==> config.mk <==
export PLATFORM = sky130hd
export DESIGN_NAME = vga_timing_gen
export DESIGN_NICKNAME = d
export VERILOG_FILES = /design/src/rtl/vga_timing_gen.sv
export SDC_FILE = /design/constraint.sdc
export NUM_CORES = 1
export LEC_CHECK = 0
export CAP_MARGIN = 20
export CELL_PAD_IN_SITES_DETAIL_PLACEMENT = 1
export CELL_PAD_IN_SITES_GLOBAL_PLACEMENT = 1
export CORE_MARGIN = 2
export CORE_UTILIZATION = 35
export DETAILED_ROUTE_END_ITERATION = 6
export GPL_TIMING_DRIVEN = 1
export PLACE_DENSITY = 0.78
export SYNTH_ARGS = -nofsm -noshare
export SYNTH_HDL_FRONTEND = slang
export SYNTH_SLANG_ARGS = --single-unit
==> constraint.sdc <==
create_clock -name i_clk -period 6.84 [get_ports i_clk]
set_clock_uncertainty 0.05 [all_clocks]
set_input_delay 1.368 -clock i_clk [delete_from_list [all_inputs] [get_ports i_clk]]
set_output_delay 1.368 -clock i_clk [all_outputs]
set_load 0.01 [all_outputs]
==> src/rtl/vga_timing_gen.sv <==
// rtl/vga_timing_gen.sv - VGA raster position counter with registered sync/visible/end decodes.
module vga_timing_gen #(
    parameter int H_VISIBLE  = 640,
    parameter int H_FRONT    = 16,
    parameter int H_SYNC     = 96,
    parameter int H_BACK     = 48,
    parameter int V_VISIBLE  = 480,
    parameter int V_FRONT    = 10,
    parameter int V_SYNC     = 2,
    parameter int V_BACK     = 33,
    parameter bit SYNC_POL   = 1'b0,
    parameter int COORD_BITS = 10
) (
    input  logic                  i_clk,
    input  logic                  i_rst,
    input  logic                  i_ce,
    output logic [COORD_BITS-1:0] o_x,
    output logic [COORD_BITS-1:0] o_y,
    output logic                  o_hsync,
    output logic                  o_vsync,
    output logic                  o_visible,
    output logic                  o_line_end,
    output logic                  o_frame_end
);

    localparam int unsigned H_TOTAL   = H_VISIBLE + H_FRONT + H_SYNC + H_BACK;
    localparam int unsigned V_TOTAL   = V_VISIBLE + V_FRONT + V_SYNC + V_BACK;
    localparam int unsigned H_SYNC_LO = H_VISIBLE + H_FRONT;
    localparam int unsigned H_SYNC_HI = H_VISIBLE + H_FRONT + H_SYNC;
    localparam int unsigned V_SYNC_LO = V_VISIBLE + V_FRONT;
    localparam int unsigned V_SYNC_HI = V_VISIBLE + V_FRONT + V_SYNC;
    localparam int unsigned H_VIS_U   = H_VISIBLE;
    localparam int unsigned V_VIS_U   = V_VISIBLE;
    localparam int unsigned MAX_TOTAL = (H_TOTAL > V_TOTAL) ? H_TOTAL : V_TOTAL;

    localparam logic [COORD_BITS-1:0] H_LAST = COORD_BITS'(H_TOTAL - 1);
    localparam logic [COORD_BITS-1:0] V_LAST = COORD_BITS'(V_TOTAL - 1);

    if (COORD_BITS < $clog2(MAX_TOTAL)) begin : g_cfg_err
        $error("vga_timing_gen: COORD_BITS too small for H_TOTAL/V_TOTAL");
    end

    logic [COORD_BITS-1:0] x_nxt;
    logic [COORD_BITS-1:0] y_nxt;
    logic [31:0]           x_ext;
    logic [31:0]           y_ext;
    logic                  hs_nxt;
    logic                  vs_nxt;
    logic                  vis_nxt;
    logic                  le_nxt;
    logic                  fe_nxt;

    // Decodes are taken from the next position so they land in the same cycle as o_x/o_y.
    always_comb begin
        x_nxt = o_x;
        y_nxt = o_y;
        if (i_ce) begin
            if (o_x == H_LAST) begin
                x_nxt = '0;
                y_nxt = (o_y == V_LAST) ? '0 : o_y + COORD_BITS'(1);
            end else begin
                x_nxt = o_x + COORD_BITS'(1);
            end
        end

        x_ext   = 32'(x_nxt);
        y_ext   = 32'(y_nxt);
        hs_nxt  = ((x_ext >= H_SYNC_LO) && (x_ext < H_SYNC_HI)) ? SYNC_POL : ~SYNC_POL;
        vs_nxt  = ((y_ext >= V_SYNC_LO) && (y_ext < V_SYNC_HI)) ? SYNC_POL : ~SYNC_POL;
        vis_nxt = (x_ext < H_VIS_U) && (y_ext < V_VIS_U);
        le_nxt  = (x_nxt == H_LAST);
        fe_nxt  = (x_nxt == H_LAST) && (y_nxt == V_LAST);
    end

    always_ff @(posedge i_clk) begin
        if (i_rst) begin
            o_x         <= '0;
            o_y         <= '0;
            o_hsync     <= ~SYNC_POL;
            o_vsync     <= ~SYNC_POL;
            o_visible   <= 1'b1;
            o_line_end  <= 1'b0;
            o_frame_end <= 1'b0;
        end else begin
            o_x         <= x_nxt;
            o_y         <= y_nxt;
            o_hsync     <= hs_nxt;
            o_vsync     <= vs_nxt;
            o_visible   <= vis_nxt;
            o_line_end  <= le_nxt;
            o_frame_end <= fe_nxt;
        end
    end

endmodule

Word level (Yosys, flattened, before mapping). Cells that the tools add are included.

Register bits: 25. Bits in latches: 0. Memory bits (writable): 0. Memory bits (read-only): 0. Input bits: 3. Output and inout port bits: 25. Word-level logic and storage cells: 30. Memories: 0.

$add $sub $neg: 2. Multipliers: 0. Div/mod/pow operators: 0. Magnitude comparators: 6. Eq/ne operators: 4. Shifts and indexed selects: 0. Mux-type cells: 7. Bitwise gates (word level): 0. Reductions and logical operators: 4.

Operator list (count): $mux W10 (5); $eq A10 B10 Y1 const B (4); $add A10 B1 Y10 const B (2); $lt A10 B10 Y1 const B (2); $lt A10 B9 Y1 const B (2); $ge A10 B10 Y1 const B (1); $ge A10 B9 Y1 const B (1); $logic_and A1 B1 Y1 (4); $mux W1 (2).

Longest topological paths before layout.
Depth in word-level cells: 7. Mapped depth: 8. Depth with buffers taken out: 8.

Worst setup path before layout. OpenSTA, ideal clock, no wires.

Path type: in2reg. Start: in i_ce. End: reg o_visible. Setup time: 0.095 ns. Arrival: 2.891 ns. Required time: 6.695 ns. Slack: 3.804 ns. Stages on the path: 7. Buffers on the path: 1. Cells stage by stage: clkbuf_8 > nand4_1 > nor4_4 > and2_4 > xor2_4 > or3_2 > a221oi_1.

Longest elaborated chain between the ends: 3. Elaborated cells between the ends (all ways): 5. Those cells by class: order compare: 2; mux: 2; reduce/logical: 1.

Ends and longest elaborated chain: start: declaration (RTL line 16) `input logic i_ce,`; $mux W10 (RTL line 57) `if (i_ce) begin`; $lt A10 B10 Y1 / $lt A10 B9 Y1 (equally long branches) (RTL line 70) `vis_nxt = (x_ext < H_VIS_U) && (y_ext < V_VIS_U);`; $logic_and A1 B1 Y1 (*) (RTL line 70); end signal: assignment (RTL line 89) `o_visible <= vis_nxt;`; end: declaration (RTL line 21) `output logic o_visible,`.

Every way passes the cells marked *; elsewhere a longest branch is shown, timed or not. A chain may end at the register's enable or synchronous reset.

Final worst setup path.
Start: in i_ce. End: reg o_frame_end.

Longest elaborated chain between the ends: 3. Elaborated cells between the ends (all ways): 5. Those cells by class: eq/ne: 2; mux: 2; reduce/logical: 1.

Ends and longest elaborated chain: $mux W10 (RTL line 57); $eq A10 B10 Y1 (RTL line 72) `fe_nxt = (x_nxt == H_LAST) && (y_nxt == V_LAST);`; $logic_and A1 B1 Y1 (*) (RTL line 72); end signal: assignment (RTL line 91) `o_frame_end <= fe_nxt;`; end: declaration (RTL line 23) `output logic o_frame_end`.

Marked as above.

==> metrics.txt <==
status=complete, no violations; Worst EP required=6.97 ns; dpl cells=262; Initial Util=0.371; first-pass GRT wire length=7290 µm; RSZ-0062 raised after global routing=no; area grow syn2layout=15.8%; CTS resizes=0; H-tree levels=1; Cell Area, Synth=1650 µm²; die height=72.7 µm; DIE WIDTH=72.7 µm; IO Count=28; Slew HR=0.387; leakage=0.629 nW; Hold EP=o_x[1]$_SDFF_PP0_; Final setup viols=0; Final min period=3.77 ns; YS warnings=0; Clock Sink Count=25; commonest non-fill, non-tap cell in the layout=clkdlybuf4s50_1; clock latency on the worst-skew pair=0.27 ns; leading area contributor after synthesis=dfxtp_1; reg2reg start=o_x[0]$_SDFF_PP0_; fin cells=266; Async SR Flop Fraction=0; # DRC=0; DR iter-0 viols=70; final net count=221; Fmax=265 MHz; CP max FO=14; Final Max Tran Viols=0; synth top area cells=dfxtp_1 30%, nor2_1 5.2%, xnor2_1 4.8%; total core area=4440 µm²; Cell variety after synth=52; worst slew pin tran=0.917 ns; EDFF count, synth=0; CTS buffer count=3; Post-CTS Setup Inserts=0; First-pass DRT Iterations=4; hpwl dp=3240 µm; CTS tree=built; R2R Path End=o_visible$_SDFF_PP1_; r2r setup slk=3.77 ns; Setup crit end kind=register; Vias/cell=5.73; count of buffers from port buffering=27; Total Wirelength=4450 µm; setup_tns=0 ns; startpoint types=input port; antenna violations before repair=0; Crit Path Class=in -> reg; gr ovfl total=0; Total GRT Usage=0.174; cell count after synthesis=196; pre-CTS setup slack=2.85 ns; hold wc startpoint=o_x[1]$_SDFF_PP0_; Synth Net Count=202; worst setup slack after layout=3.07 ns; Max IR drop VDD=0.0791 mV; Placer Congestion=0.820; hold path cells=2; Row Count=24; WL per Instance=16.7 µm; most frequent cells in the layout=27 x clkdlybuf4s50_1, 25 x dfxtp_1, 23 x nor2_1; largest net degree at the start of global routing=24; vias in the first global route=1,494; CP arrival=3.91 ns; Post-synth top flop=dfxtp_1; syn avg cell area=8.42 µm²; share of cells above drive strength 1=0.0935; Yosys top cell area share=0.303; Hold Crit Class=reg -> reg; Seq cells post-synth=25; Final Hold Vio Count=0; worst-case reg-to-reg path depth=7; PwrDens=131 nW/µm²; register area share after synthesis=0.303; hold bufs inserted after CTS=0; Final period util=0.552; fillers=557; DR vias=1,525; clk slew on worst S/H paths=0.09 ns; # diodes=0; CTS max path bufs=2; max-cap violation count=0; Final ANT Viol Nets=0; root buf cell=clkbuf_8; Die ar.=5280 µm²
==> Yosys cell counts (4+ instances only) <==
| cell type | number |
|---|---|
| nand2_1 | 16 |
| dfxtp_1 | 25 |
| nand3_1 | 12 |
| a21oi_1 | 10 |
| and3_1 | 4 |
| nand4_1 | 8 |
| clkbuf_8 | 4 |
| nor3_1 | 11 |
| nor2_1 | 23 |
| inv_1 | 5 |
| xor2_1 | 6 |
| xnor2_1 | 9 |
==> cell type report <==
class / instances / area [µm²] / share of cell area
sequential: 25 / 500 / 0.262
clock inverter: 1 / 5.00 / 0.00262
tap: 52 / 65.1 / 0.0340
inverter: 5 / 18.8 / 0.00982
timing repair buffer: 27 / 270 / 0.141
clock buffer: 3 / 41.3 / 0.0216
multi-input combinational: 153 / 1010 / 0.529
==> metrics by stage <==
step	total power [mW]	hold slack (ns)	util	instance area (µm²)
floorplan	0.159	0.503	-	1650
global placement	0.163	0.509	0.420	1870
detailed placement	0.164	0.519	0.420	1870
CTS	0.255	0.536	0.430	1910
global route	0.261	0.592	0.430	1910
finish	0.250	0.530	0.430	1910
==> kinds of logic (layout without fill, tap and decap cells) <==
kind of cell / Yosys count / in the layout / synth area share
muxes: 4 / 4 / 0.0258
adders and majority gates: 3 / 3 / 0.0227
xor gates and xnor gates: 16 / 16 / 0.0963
and+or+nand+nor: 101 / 101 / 0.349
AOI/OAI and AO/OA: 29 / 29 / 0.119
buffers and inverters: 18 / 36 / 0.0841
DFF: 25 / 25 / 0.303
==> registers in the layout, summed over array words and instances, names as in the netlist <==
signal / cells
o_vsync: 1
o_hsync: 1
o_line_end: 1
o_x: 10
o_frame_end: 1
o_visible: 1
o_y: 10
==> worst max-delay path by stage <==
stage / start / endpoint / depth (start not counted)
2_1_floorplan: i_ce / o_visible$_SDFF_PP1_ / 7
3_3_place_gp: i_ce / o_frame_end$_SDFF_PP0_ / 7
3_5_place_dp: i_ce / o_frame_end$_SDFF_PP0_ / 7
4_1_cts: i_ce / o_frame_end$_SDFF_PP0_ / 7
5_1_grt: i_ce / o_frame_end$_SDFF_PP0_ / 7
6_report: i_ce / o_frame_end$_SDFF_PP0_ / 7
==> power breakdown <==
group          internal, mW  switching, mW  total (mW)  leakage (nW)
Sequential            0.146        0.00204       0.149         0.202
Clock                0.0407         0.0494      0.0901        0.0255
Combinational       0.00506        0.00672      0.0118         0.402
Total                 0.192         0.0582       0.250         0.629
==> per-layer routing <==
| layer | vias up | track usage | part of all wire |
|---|---|---|---|
| li1 | 736 | - | - |
| met2 | 34 | 0.279 | 0.47 |
| met4 | 0 | 0.0556 | 0.014 |
| met5 | - | 0 | 0 |
| met1 | 749 | 0.238 | 0.47 |
| met3 | 6 | 0.0290 | 0.045 |
==> worst max-delay path, cell delays in order <==
cell,delay [ns]
clkdlybuf4s50_1,0.73
and3_1,0.24
nand3_1,0.44
nor3_1,0.57
and3_2,0.26
o21ai_0,0.08
nor4_2,0.22
(Power assumes the default switching activity.)
